`config.mk`:
```
export PLATFORM = sky130hd
export DESIGN_NAME = lu_share_arbiter
export DESIGN_NICKNAME = d
export VERILOG_FILES = /design/src/rtl/lu_share_arbiter.sv
export SDC_FILE = /design/constraint.sdc
export NUM_CORES = 1
export LEC_CHECK = 0
export ABC_AREA = 1
export BUFFER_PORTS_ARGS = -buffer_cell sky130_fd_sc_hd__buf_4
export CAP_MARGIN = 20
export CORE_UTILIZATION = 50
export DETAILED_ROUTE_END_ITERATION = 6
export GPL_TIMING_DRIVEN = 0
export PLACE_DENSITY = 0.76
export SYNTH_ARGS = -nofsm -noshare
export SYNTH_HDL_FRONTEND = slang
export SYNTH_SLANG_ARGS = --single-unit
```
`constraint.sdc`:
```
create_clock -name clk_i -period 2.5 [get_ports clk_i]
set_clock_uncertainty 0.05 [all_clocks]
set_input_delay 0.25 -clock clk_i [delete_from_list [all_inputs] [get_ports clk_i]]
set_output_delay 0.25 -clock clk_i [all_outputs]
set_load 0.01 [all_outputs]
```
`src/rtl/lu_share_arbiter.sv`:
```
// lu_share_arbiter: shares one registered 3-input logic unit among requesters.
// Build option: define LU_ARB_FIXED_PRIO_EN for fixed lowest-index priority.
module lu_share_arbiter #(
   parameter int NUM_REQ = 4,
   parameter int LATENCY = 2,
   parameter int ID_W    = $clog2(NUM_REQ)
) (
   input  logic               clk_i,
   input  logic               rst_i,
   input  logic               en_i,
   input  logic [NUM_REQ-1:0] req_valid_i,
   output logic [NUM_REQ-1:0] req_ready_o,
   input  logic [NUM_REQ-1:0] req_a_i,
   input  logic [NUM_REQ-1:0] req_b_i,
   input  logic [NUM_REQ-1:0] req_c_i,
   output logic               rsp_valid_o,
   input  logic               rsp_ready_i,
   output logic [ID_W-1:0]    rsp_id_o,
   output logic               rsp_x_o,
   output logic               rsp_y_o,
   output logic               rsp_z_o,
   output logic               lu_en_o,
   output logic               lu_a_o,
   output logic               lu_b_o,
   output logic               lu_c_o,
   input  logic               lu_x_i,
   input  logic               lu_y_i,
   input  logic               lu_z_i
);

   localparam int CNT_W = (LATENCY < 1) ? 1 : $clog2(LATENCY + 1);
   localparam logic [CNT_W-1:0] CNT_LAST = CNT_W'(LATENCY);

   typedef enum logic [1:0] {
      IDLE = 2'd0,
      RUN  = 2'd1,
      RESP = 2'd2
   } state_e;

   state_e state_q, state_d;

   logic [CNT_W-1:0]   cnt_q, cnt_d;
   logic [ID_W-1:0]    id_q, id_d;
   logic               a_q, a_d;
   logic               b_q, b_d;
   logic               c_q, c_d;
   logic               x_q, x_d;
   logic               y_q, y_d;
   logic               z_q, z_d;
   logic [NUM_REQ-1:0] gnt;
   logic [ID_W-1:0]    win;
   logic               win_vld;

`ifdef LU_ARB_FIXED_PRIO_EN

   // Lowest valid index wins.
   always_comb begin
      win     = '0;
      win_vld = 1'b0;
      for (int k = 0; k < NUM_REQ; k++) begin
         if (!win_vld && req_valid_i[k]) begin
            win     = ID_W'(k);
            win_vld = 1'b1;
         end
      end
   end

`else

   localparam logic [ID_W:0] NREQ = (ID_W + 1)'(NUM_REQ);

   logic [ID_W-1:0] rr_q, rr_d;
   logic [ID_W:0]   idx;
   logic [ID_W:0]   nxt;
   logic [ID_W-1:0] rr_nxt;

   // First valid index at or after the pointer, wrapping.
   always_comb begin
      win     = '0;
      win_vld = 1'b0;
      idx     = '0;
      for (int k = 0; k < NUM_REQ; k++) begin
         idx = {1'b0, rr_q} + (ID_W + 1)'(k);
         if (idx >= NREQ) begin
            idx = idx - NREQ;
         end
         if (!win_vld && req_valid_i[idx[ID_W-1:0]]) begin
            win     = idx[ID_W-1:0];
            win_vld = 1'b1;
         end
      end
   end

   // Pointer value following the current winner.
   always_comb begin
      nxt = {1'b0, win} + 1'b1;
      if (nxt >= NREQ) begin
         nxt = '0;
      end
      rr_nxt = nxt[ID_W-1:0];
   end

`endif

   // Next-state, grant and datapath load decisions.
   always_comb begin
      state_d = state_q;
      cnt_d   = cnt_q;
      id_d    = id_q;
      a_d     = a_q;
      b_d     = b_q;
      c_d     = c_q;
      x_d     = x_q;
      y_d     = y_q;
      z_d     = z_q;
      gnt     = '0;
`ifndef LU_ARB_FIXED_PRIO_EN
      rr_d    = rr_q;
`endif
      unique case (state_q)
         IDLE: begin
            if (!rst_i && en_i && win_vld) begin
               gnt[win] = 1'b1;
               a_d      = req_a_i[win];
               b_d      = req_b_i[win];
               c_d      = req_c_i[win];
               id_d     = win;
               cnt_d    = '0;
               state_d  = RUN;
`ifndef LU_ARB_FIXED_PRIO_EN
               rr_d     = rr_nxt;
`endif
            end
         end
         RUN: begin
            if (cnt_q == CNT_LAST) begin
               x_d     = lu_x_i;
               y_d     = lu_y_i;
               z_d     = lu_z_i;
               state_d = RESP;
            end else begin
               cnt_d = cnt_q + 1'b1;
            end
         end
         RESP: begin
            if (rsp_ready_i) begin
               state_d = IDLE;
            end
         end
         default: begin
            state_d = IDLE;
         end
      endcase
   end

   // State and datapath registers.
   always_ff @(posedge clk_i) begin
      if (rst_i) begin
         state_q <= IDLE;
         cnt_q   <= '0;
         id_q    <= '0;
         a_q     <= 1'b0;
         b_q     <= 1'b0;
         c_q     <= 1'b0;
         x_q     <= 1'b0;
         y_q     <= 1'b0;
         z_q     <= 1'b0;
`ifndef LU_ARB_FIXED_PRIO_EN
         rr_q    <= '0;
`endif
      end else begin
         state_q <= state_d;
         cnt_q   <= cnt_d;
         id_q    <= id_d;
         a_q     <= a_d;
         b_q     <= b_d;
         c_q     <= c_d;
         x_q     <= x_d;
         y_q     <= y_d;
         z_q     <= z_d;
`ifndef LU_ARB_FIXED_PRIO_EN
         rr_q    <= rr_d;
`endif
      end
   end

   assign req_ready_o = gnt;
   assign rsp_valid_o = (state_q == RESP);
   assign rsp_id_o    = id_q;
   assign rsp_x_o     = x_q;
   assign rsp_y_o     = y_q;
   assign rsp_z_o     = z_q;
   assign lu_en_o     = (state_q == RUN);
   assign lu_a_o      = a_q;
   assign lu_b_o      = b_q;
   assign lu_c_o      = c_q;

endmodule

```
==> results of run 1 <==
-- cell usage in the layout, fill, tap and decap left out, types with 3 or more instances in the layout --
cell and instances:
clkbuf_4 3, a21oi_1 9, nand3_1 24, dfxtp_1 12, nand2_1 48, nand2_4 4, inv_1 29, nand3_2 3
nand2_2 11, inv_2 3, buf_4 38, nor2_1 14
-- power groups by stage --
stage	Clock, uW	Combinational (uW)	Sequential (uW)
2_1_floorplan	0	723	333
3_3_place_gp	0	955	320
3_5_place_dp	0	983	323
4_1_cts	167	993	320
5_1_grt	176	1220	329
6_report	163	1090	323
-- state kept, by name, summed over array words and instances (netlist names) --
register,cells
cnt_q,2
lu_a_o,1
lu_b_o,1
lu_c_o,1
rr_q,2
rsp_id_o,2
rsp_x_o,1
rsp_y_o,1
rsp_z_o,1
state_q,2
-- layer usage --
layer	up-vias	GRT usage (%)
met4	0	4.412
met5	-	0
met2	32	46.80
met3	5	5.607
li1	631	-
met1	542	26.44
-- cell type report --
cell class / instances / area (sq um)
Buffer: 3 / 63.81
Clock buffer: 4 / 36.28
Fill cell: 179 / 538.0
Inverter: 32 / 120.1
Multi-Input combinational cell: 127 / 661.9
Sequential cell: 14 / 282.8
Tap cell: 27 / 33.78
Timing Repair Buffer: 38 / 285.3
-- critical path: cells and delay by family, from the launching register on --
family,cells,cell delay (ns)
buffers and inverters,4,0.39
and+or+nand+nor,9,0.91
DFF,1,0.34
adders and majority gates,1,0.14
-- per-stage QoR --
stage	setup WS, ns	instance area [sq um]	total power (uW)	std cells	TNS (ns)
finish	0.1577	1484	1579	245	0
floorplan	0.6514	1111	1057	176	0
detailed placement	0.3761	1408	1306	238	0
CTS	0.03870	1444	1479	242	0
global route	-0.004796	1484	1721	245	-0.004796
global placement	0.4215	1408	1274	238	0
-- logic make-up (layout without fill, tap and decap cells) --
logic type      Yosys count  in the layout  synth area share (%)
simple gates            112            112                 49.66
buf+inv                  35             77                 16.55
flops                    14             14                 25.23
compound gates           13             13                 6.307
fa+ha+maj                 2              2                 2.252
-- timing repair --
item | 4_1_cts | 5_1_grt
endpoints found under the setup margin | 0 | 3
gates resized for setup | 0 | 7
setup buffers | 0 | 3
-- how the worst min path moves through the flow --
| stage | cells after the start | end | slack (ns) |
|---|---|---|---|
| 5_1_grt | 4 | state_q[1] | 0.18 |
| 2_1_floorplan | 3 | state_q[1] | 0.36 |
| 6_report | 4 | state_q[1] | 0.16 |
| 3_3_place_gp | 2 | rsp_x_o | 0.40 |
| 4_1_cts | 4 | state_q[1] | 0.16 |
| 3_5_place_dp | 2 | rsp_y_o | 0.41 |
==> impl_metrics.tcl, run 1 <==
set metrics [dict create \
    status "completed" \
    synthesis.nets 201 \
    final_hold_viol_count 0 \
    ant_nets 0 \
    syn_area_sq_mm 0.001111 \
    wl_um 2666 \
    post-route-period-util_pct 93.69 \
    cts_made_buffers 3 \
    synth.most_common_cell "nand2_1" \
    synth-async-reset-ratio_pct 0 \
    grt_max_degree 11 \
    viasPerCell 4.939 \
    wl_met3_um 119 \
    wl_per_cell_um 10.88 \
    powerDensity_mw_per_mm2 1064 \
    peakVddDrop_mv 0.7394 \
    slew_viol_final 0 \
    drcViolationCount 0 \
    ys_seq_elements 14 \
    ys_seq_area_share_pct 25.23 \
    clock_latency_ns 0.28 \
    worst_pin_slew_ns 0.3447 \
    crit_type "flip-flop to output pin" \
    overflow 0 \
    hp-start "rsp_ready_i" \
    synth_top_area_share_pct 25.23 \
    grt_pass1_vias 1100 \
    area_delta_synth_final_pct 33.56 \
    ys_warn_count 0 \
    top_layer "met4" \
    r2r_start "rr_q[0]" \
    rr_worst_depth 11 \
    synth_cells 176 \
    rr_endpoint "rr_q[1]" \
    met2_length_um 1379 \
    min_period_ns 2.342 \
    hold_class "input pin to flip-flop" \
    pwr-share-comb_pct 69.3 \
    critPathArrivalTime_ns 2.04 \
    nNetsFinal 244 \
    cts_max_level 1 \
    timing.fmax_ghz 0.4269 \
    antenna_found_initial 0 \
    rows 16 \
    p_leak_uw 0.0008288 \
    dr.pass1.iters 4 \
    hold_buffers 0 \
    drive_above_1_share_pct 33.49 \
    cts_tree "built" \
    cpMostUsedCell "nand2_2" \
    critPathCaptureType "output pin" \
    clockBufferDepth 2 \
    yosysTopAreaCell "dfxtp_1" \
    maxSlewHeadroom_pct 76.93 \
    pwr-share-seq_pct 20.4 \
    grt_usage_pct 24.23 \
    synth_area_leaders "dfxtp_1 (25%), nand2_1 (17%), nand3_1 (11%)" \
    grt_pass1_wl_um 4540 \
    clockRootBuffer "clkbuf_4" \
    max-cap-violations 0 \
    required_ns 2.20 \
    post-route-util_pct 73.39 \
    synth-main-ff-cell "dfxtp_1" \
    critPathMaxFanout 10 \
    port_buffers 35 \
    cpMaxStageDelayCell "dfxtp_2" \
    place_hpwl_um 1970 \
    swShare_pct 48.31 \
    die_h_um 49.14 \
    clk_pin_slew_ns 0.08 \
    cp-startpoint "rr_q[0]" \
    met1_length_um 1151 \
    intPower_uw 816.2 \
    startpoint_type "flip-flop" \
    finalSetupViolCount 0 \
    clkSinkCount 14 \
    synth_edf_count 0 \
    drt-initial-drc-count 17 \
    max_stage_delay_ns 0.34 \
    ioPinCount 37 \
    crit_chain "buf_6, nand2_1, nand2_2, nand2_2, nand2_2, nor2_4, nand3_1, nand2_4, nand2_4, inv_1, ha_1, inv_1, nor2_1, buf_4" \
    die_x_um 49.14 \
    vias 1210 \
    hold_ws_ns 0.1632 \
    synth_commonest_cells "nand2_1 (50), inv_1 (29), nand3_1 (25), dfxtp_1 (14), nor2_1 (14)" \
    syn-mean-instance-area_sq_um 6.313 \
    critPathCapture "req_ready_o[3]" \
    core_sq_mm 0.002022 \
    reg2reg_slack_ns 0.55 \
    dieArea_sq_mm 0.002415 \
    p_switching_uw 762.9 \
    n_antenna_cell 0 \
    clockPowerShare_pct 10.3 \
    synthDistinctLibCells 25 \
    gp_congestion 0.8395 \
    initial_core_util_pct 54.95 \
]
No activity file was read; power rests on OpenSTA's default activity.
==> inputs of run 2 (changes only) <==
--- a/config.mk
+++ b/config.mk
@@ -8,10 +8,12 @@
 export ABC_AREA = 1
 export BUFFER_PORTS_ARGS = -buffer_cell sky130_fd_sc_hd__buf_4
 export CAP_MARGIN = 20
-export CORE_UTILIZATION = 50
+export CELL_PAD_IN_SITES_DETAIL_PLACEMENT = 0
+export CELL_PAD_IN_SITES_GLOBAL_PLACEMENT = 1
+export CORE_UTILIZATION = 33
 export DETAILED_ROUTE_END_ITERATION = 6
 export GPL_TIMING_DRIVEN = 0
-export PLACE_DENSITY = 0.76
+export PLACE_DENSITY = 0.75
 export SYNTH_ARGS = -nofsm -noshare
 export SYNTH_HDL_FRONTEND = slang
 export SYNTH_SLANG_ARGS = --single-unit
==> impl_metrics.tcl, run 2 (same netlist as run 1, synthesis figures left out) <==
set metrics [dict create \
    rr_worst_depth 13 \
    worst_pin_slew_ns 0.3746 \
    clock_latency_ns 0.28 \
    swShare_pct 50.77 \
    port_buffers 35 \
    overflow 0 \
    startpoint_type "flip-flop" \
    hold_depth 4 \
    peakVddDrop_mv 0.4078 \
    antenna_found_initial 0 \
    gp_congestion 0.8360 \
    status "completed" \
    r2r_start "rr_q[0]" \
    hold_buffers 0 \
    crit_type "flip-flop to output pin" \
    timing.fmax_ghz 0.4297 \
    wl_per_cell_um 9.930 \
    die_h_um 60.03 \
    clkSinkCount 14 \
    critPathMaxFanout 10 \
    critPathArrivalTime_ns 2.03 \
    required_ns 2.20 \
    clockBufferDepth 2 \
    slew_viol_final 0 \
    vias 1224 \
    n_antenna_cell 0 \
    tns_ns 0 \
    grt_max_degree 11 \
    rsz0062_at_grt "false" \
    ant_nets 0 \
    cts_setup_buffers 0 \
    cp-startpoint "rr_q[0]" \
    critPathCaptureType "output pin" \
    hold_class "input pin to flip-flop" \
    core_sq_mm 0.003128 \
    drcViolationCount 0 \
    place_hpwl_um 2088 \
    dr.pass1.iters 6 \
    final_common_cell "nand2_1" \
    clockPowerShare_pct 8.4 \
    clockRootBuffer "clkbuf_4" \
    mostFrequentLayoutCells "nand2_1 (48), buf_4 (35), inv_1 (29)" \
    reg2reg_slack_ns 0.55 \
    post-route-period-util_pct 93.09 \
    drt-initial-drc-count 64 \
    nNetsFinal 241 \
    clk_pin_slew_ns 0.08 \
    final_hold_viol_count 0 \
    cts_tree "built" \
    p_switching_uw 747.9 \
    die_x_um 60.03 \
    grt_usage_pct 15.96 \
    ioPinCount 37 \
    viasPerCell 4.744 \
    max-cap-violations 0 \
    hp-start "rsp_ready_i" \
    placed_cell_area_sq_mm 0.001429 \
    pwr-share-comb_pct 70.0 \
    maxSlewHeadroom_pct 74.93 \
    cts_max_level 1 \
    cts_made_buffers 3 \
    p_leak_uw 0.0008016 \
    powerDensity_mw_per_mm2 1006 \
    dieArea_sq_mm 0.003603 \
    drive_above_1_share_pct 31.78 \
    initial_core_util_pct 35.52 \
    final_area_sq_mm 0.001464 \
    area_delta_synth_final_pct 31.76 \
    finalSetupViolCount 0 \
    pwr-share-seq_pct 21.6 \
    wl_um 2562 \
    intPower_uw 725.0 \
    rows 20 \
    min_period_ns 2.327 \
    grt_pass1_vias 1048 \
    grt_pass1_wl_um 4333 \
]
## run 2: critical path, cell delays in order, from the launching register on
cell,delay [ns]
dfxtp_2,0.36
buf_6,0.15
nand2_1,0.07
nand2_2,0.11
nand2_1,0.09
o21ai_1,0.12
nand3_1,0.15
nand2_4,0.13
nand2_4,0.10
inv_1,0.07
ha_1,0.14
inv_1,0.04
nor2_1,0.10
buf_4,0.13
## run 2: through the flow
stage          total power (uW)  hold slack [ns]  util, %  cells  worst slack, ns
2_1_floorplan              1057           0.3623        -    176           0.6514
3_3_place_gp               1308           0.3982    45.68    255           0.4115
3_5_place_dp               1327           0.4043    45.68    255           0.3888
4_1_cts                    1457           0.1573    46.40    258          0.06482
5_1_grt                    1638           0.1669    46.80    258        0.0002591
6_report                   1473           0.1652    46.80    258           0.1727
## run 2: path summary, 6_finish.rpt
kind / to
setup / recovery: req_ready_o[3]
hold / removal: state_q[1]
setup reg to reg: rr_q[1]
hold reg to reg: rsp_x_o
## run 2: repair_timing
| action | CTS | global route |
|---|---|---|
| endpoints found under the setup margin | 0 | 2 |
| gates resized for setup | 0 | 6 |
| hold endpoints to repair | 0 | 0 |
## run 2: cell type report
class / count / area [sq um]
inverter: 32 / 120.1
fill: 357 / 1664
clock buffer: 3 / 22.52
multi-input combinational: 127 / 656.9
sequential: 14 / 282.8
buffer: 3 / 63.81
tap: 44 / 55.05
timing repair buffer: 35 / 262.8
## run 2: power by group through the flow
stage	logic, uW	registers [uW]	clock network (uW)
2_1_floorplan	723	333	0
3_3_place_gp	988	320	0
3_5_place_dp	1010	321	0
4_1_cts	1010	316	132
5_1_grt	1170	328	138
6_report	1030	318	124
## run 2: layer usage
metal	part of all wire [%]	up-vias	GRT usage (%)	wire (um)
met5	0	-	0	0
met4	1.5	0	6.977	39
met3	3.2	5	1.948	83
met2	49	24	27.46	1258
met1	46	566	19.82	1180
li1	-	629	-	-
==> inputs of run 3 (changes only) <==
--- a/config.mk
+++ b/config.mk
@@ -5,15 +5,16 @@
 export SDC_FILE = /design/constraint.sdc
 export NUM_CORES = 1
 export LEC_CHECK = 0
-export ABC_AREA = 1
+export ABC_AREA = 0
 export BUFFER_PORTS_ARGS = -buffer_cell sky130_fd_sc_hd__buf_4
 export CAP_MARGIN = 20
 export CELL_PAD_IN_SITES_DETAIL_PLACEMENT = 0
 export CELL_PAD_IN_SITES_GLOBAL_PLACEMENT = 1
-export CORE_UTILIZATION = 33
+export CORE_UTILIZATION = 32
 export DETAILED_ROUTE_END_ITERATION = 6
 export GPL_TIMING_DRIVEN = 0
-export PLACE_DENSITY = 0.75
+export MAX_ROUTING_LAYER = met4
+export PLACE_DENSITY = 0.74
 export SYNTH_ARGS = -nofsm -noshare
 export SYNTH_HDL_FRONTEND = slang
 export SYNTH_SLANG_ARGS = --single-unit
==> constraint.sdc (replaced) <==
create_clock -name clk_i -period 2.5 [get_ports clk_i]
set_clock_uncertainty 0.05 [all_clocks]
set_input_delay 0.25 -clock clk_i [delete_from_list [all_inputs] [get_ports clk_i]]
set_output_delay 0.25 -clock clk_i [all_outputs]
set_load 0.005 [all_outputs]
==> impl_metrics.tcl, run 3 <==
set metrics [dict create \
    viasPerCell 4.803 \
    clock_latency_ns 0.28 \
    top_usage_layer "met2" \
    ys_seq_area_share_pct 35.50 \
    synth_top_area_share_pct 35.50 \
    min_period_ns 2.250 \
    gp_congestion 0.7204 \
    grt_pass1_wl_um 3063 \
    clockBufferDepth 2 \
    dr.pass1.iters 3 \
    status "completed" \
    worst_pin_slew_ns 0.5625 \
    core_sq_mm 0.002276 \
    drcViolationCount 0 \
    required_ns 2.20 \
    clkSinkCount 14 \
    synth_edf_count 0 \
    rows 17 \
    critPathMaxFanout 6 \
    final_hold_viol_count 0 \
    n_antenna_cell 0 \
    tns_ns 0 \
    hold_ws_ns 0.1464 \
    overflow 0 \
    cts_setup_buffers 0 \
    synth_area_leaders "dfxtp_1 (35%), mux2i_1 (8.9%), a21oi_1 (5.1%)" \
    ys_warn_count 0 \
    cts_resized 0 \
    yosys.area_share.adder_pct 3.170 \
    wl_um 1743 \
    cts_made_buffers 3 \
    clockRootBuffer "clkbuf_4" \
    syn_area_sq_um 789.5 \
    rsz0062_at_grt "false" \
    port_buffers 35 \
    peakVddDrop_mv 0.5380 \
    finalSetupViolCount 0 \
    synth-main-ff-cell "dfxtp_1" \
    critPathArrivalTime_ns 1.95 \
    drive_above_1_share_pct 40.32 \
    p_leak_uw 0.0005257 \
    gr-usage-met3_pct 5.263 \
    rr_worst_depth 7 \
    synth_cells 85 \
    post_synth_and_or_nand_nor_area_fraction_pct 24.09 \
    post-route-period-util_pct 89.99 \
    synthMuxAreaShare_pct 8.875 \
    synth-xor-area-share_pct 0 \
    antenna_found_initial 0 \
    cts_tree "built" \
    grt_max_degree 11 \
    cpMostUsedCell "inv_1" \
    clk_pin_slew_ns 0.09 \
    slew_viol_final 0 \
    synth_compound_area_share_pct 22.35 \
    maxSlewHeadroom_pct 62.37 \
    synth-async-reset-ratio_pct 0 \
    yosysTopAreaCell "dfxtp_1" \
    grt_usage_pct 15.84 \
    max-cap-violations 0 \
    powerDensity_mw_per_mm2 507.9 \
    ys_seq_elements 14 \
    ioPinCount 37 \
    hold_buffers 0 \
    synth_commonest_cells "dfxtp_1 (14), a21oi_1 (8), nand2_1 (8), mux2i_1 (7), nor3_1 (7)" \
    crit_type "flip-flop to output pin" \
    ant_nets 0 \
    hold_depth 2 \
    mostFrequentLayoutCells "buf_4 (35), dfxtp_1 (14), a21oi_1 (8), nand2_1 (8)" \
    timing.fmax_ghz 0.4445 \
    cpMaxStageDelayCell "dfxtp_1" \
    startpoint_type "flip-flop" \
    wl_per_cell_um 11.47 \
    die_h_um 51.67 \
    synth_top_family_by_area "simple AND/OR/NAND/NOR gates" \
    critPathCaptureType "output pin" \
    hold_class "input pin to flip-flop" \
    nFillCells 220 \
    crit_chain "a21oi_1, o21a_1, o22ai_2, inv_1, ha_1, inv_1, nor2_1, buf_4" \
    nNetsFinal 150 \
    area_delta_synth_final_pct 42.31 \
    die_x_um 51.67 \
    use_met1_pct 17.17 \
    syn-mean-instance-area_sq_um 9.288 \
    place_hpwl_um 1341 \
    synthesis.nets 110 \
    dieArea_sq_mm 0.002670 \
    synthDistinctLibCells 25 \
    drt-initial-drc-count 8 \
    synth.most_common_cell "dfxtp_1" \
    grt_pass1_vias 723 \
    max_stage_delay_ns 0.48 \
    vias 730 \
    cts_max_level 1 \
    use_met2_pct 27.06 \
    initial_core_util_pct 34.69 \
    final_common_cell "buf_4" \
]
==> run 3: logic make-up after synthesis <==
family | count (synthesis)
flip-flops | 14
AND/OR/NAND/NOR | 34
buffers and inverters | 8
multiplexers | 7
AO/OA/AOI/OAI | 20
adder cells (fa/ha/maj) | 2
==> run 3: stage by stage <==
stage / utilization [%] / power [uW] / worst slack, ns / instances / instance area (sq um)
floorplan: - / 348.7 / 0.8298 / 85 / 789.5
global placement: 47.77 / 416.1 / 0.5599 / 148 / 1087
detailed placement: 47.77 / 418.4 / 0.5729 / 148 / 1087
CTS: 49.37 / 579.1 / 0.2461 / 152 / 1124
global route: 49.37 / 605.4 / 0.05319 / 152 / 1124
finish: 49.37 / 570.7 / 0.2501 / 152 / 1124
==> run 3: worst paths after layout <==
path / startpoint / end / slack [ns]
setup / recovery: rr_q[1] / req_ready_o[3] / 0.25
hold / removal: rst_i / rsp_y_o / 0.15
setup reg to reg: rr_q[1] / rr_q[1] / 0.67
hold reg to reg: rsp_x_o / rsp_x_o / 0.41
==> run 3: critical path, delay by kind of cell, from the launching register on <==
kind	cells	cell delay [ns]
buffers and inverters	3	0.36
AND/OR/NAND/NOR	1	0.04
adder cells (fa/ha/maj)	1	0.22
flip-flops	1	0.48
AO/OA/AOI/OAI	3	0.57
==> run 3: layer usage <==
layer,share of wire (%),up-vias,wire length (um)
li1,-,384,-
met1,45,332,789
met2,50,12,871
met3,3.7,2,64
met4,0.98,0,17
met5,0,-,0
==> run 3: where the power goes <==
| group | internal [uW] | total, uW | switching [uW] |
|---|---|---|---|
| logic | 85.6 | 156 | 70.3 |
| registers | 240 | 255 | 15.2 |
| clock network | 88.6 | 159 | 70.9 |
==> run 3: layout make-up <==
class | count | area [sq um] | area share (%)
well taps | 28 | 35.03 | 3.118
multi-input cells | 63 | 461.7 | 41.09
repair buffers | 35 | 262.8 | 23.39
inverters | 6 | 22.52 | 2.004
clock buffers | 4 | 36.28 | 3.229
plain buffers | 2 | 25.02 | 2.227
flip-flops and latches | 14 | 280.3 | 24.94
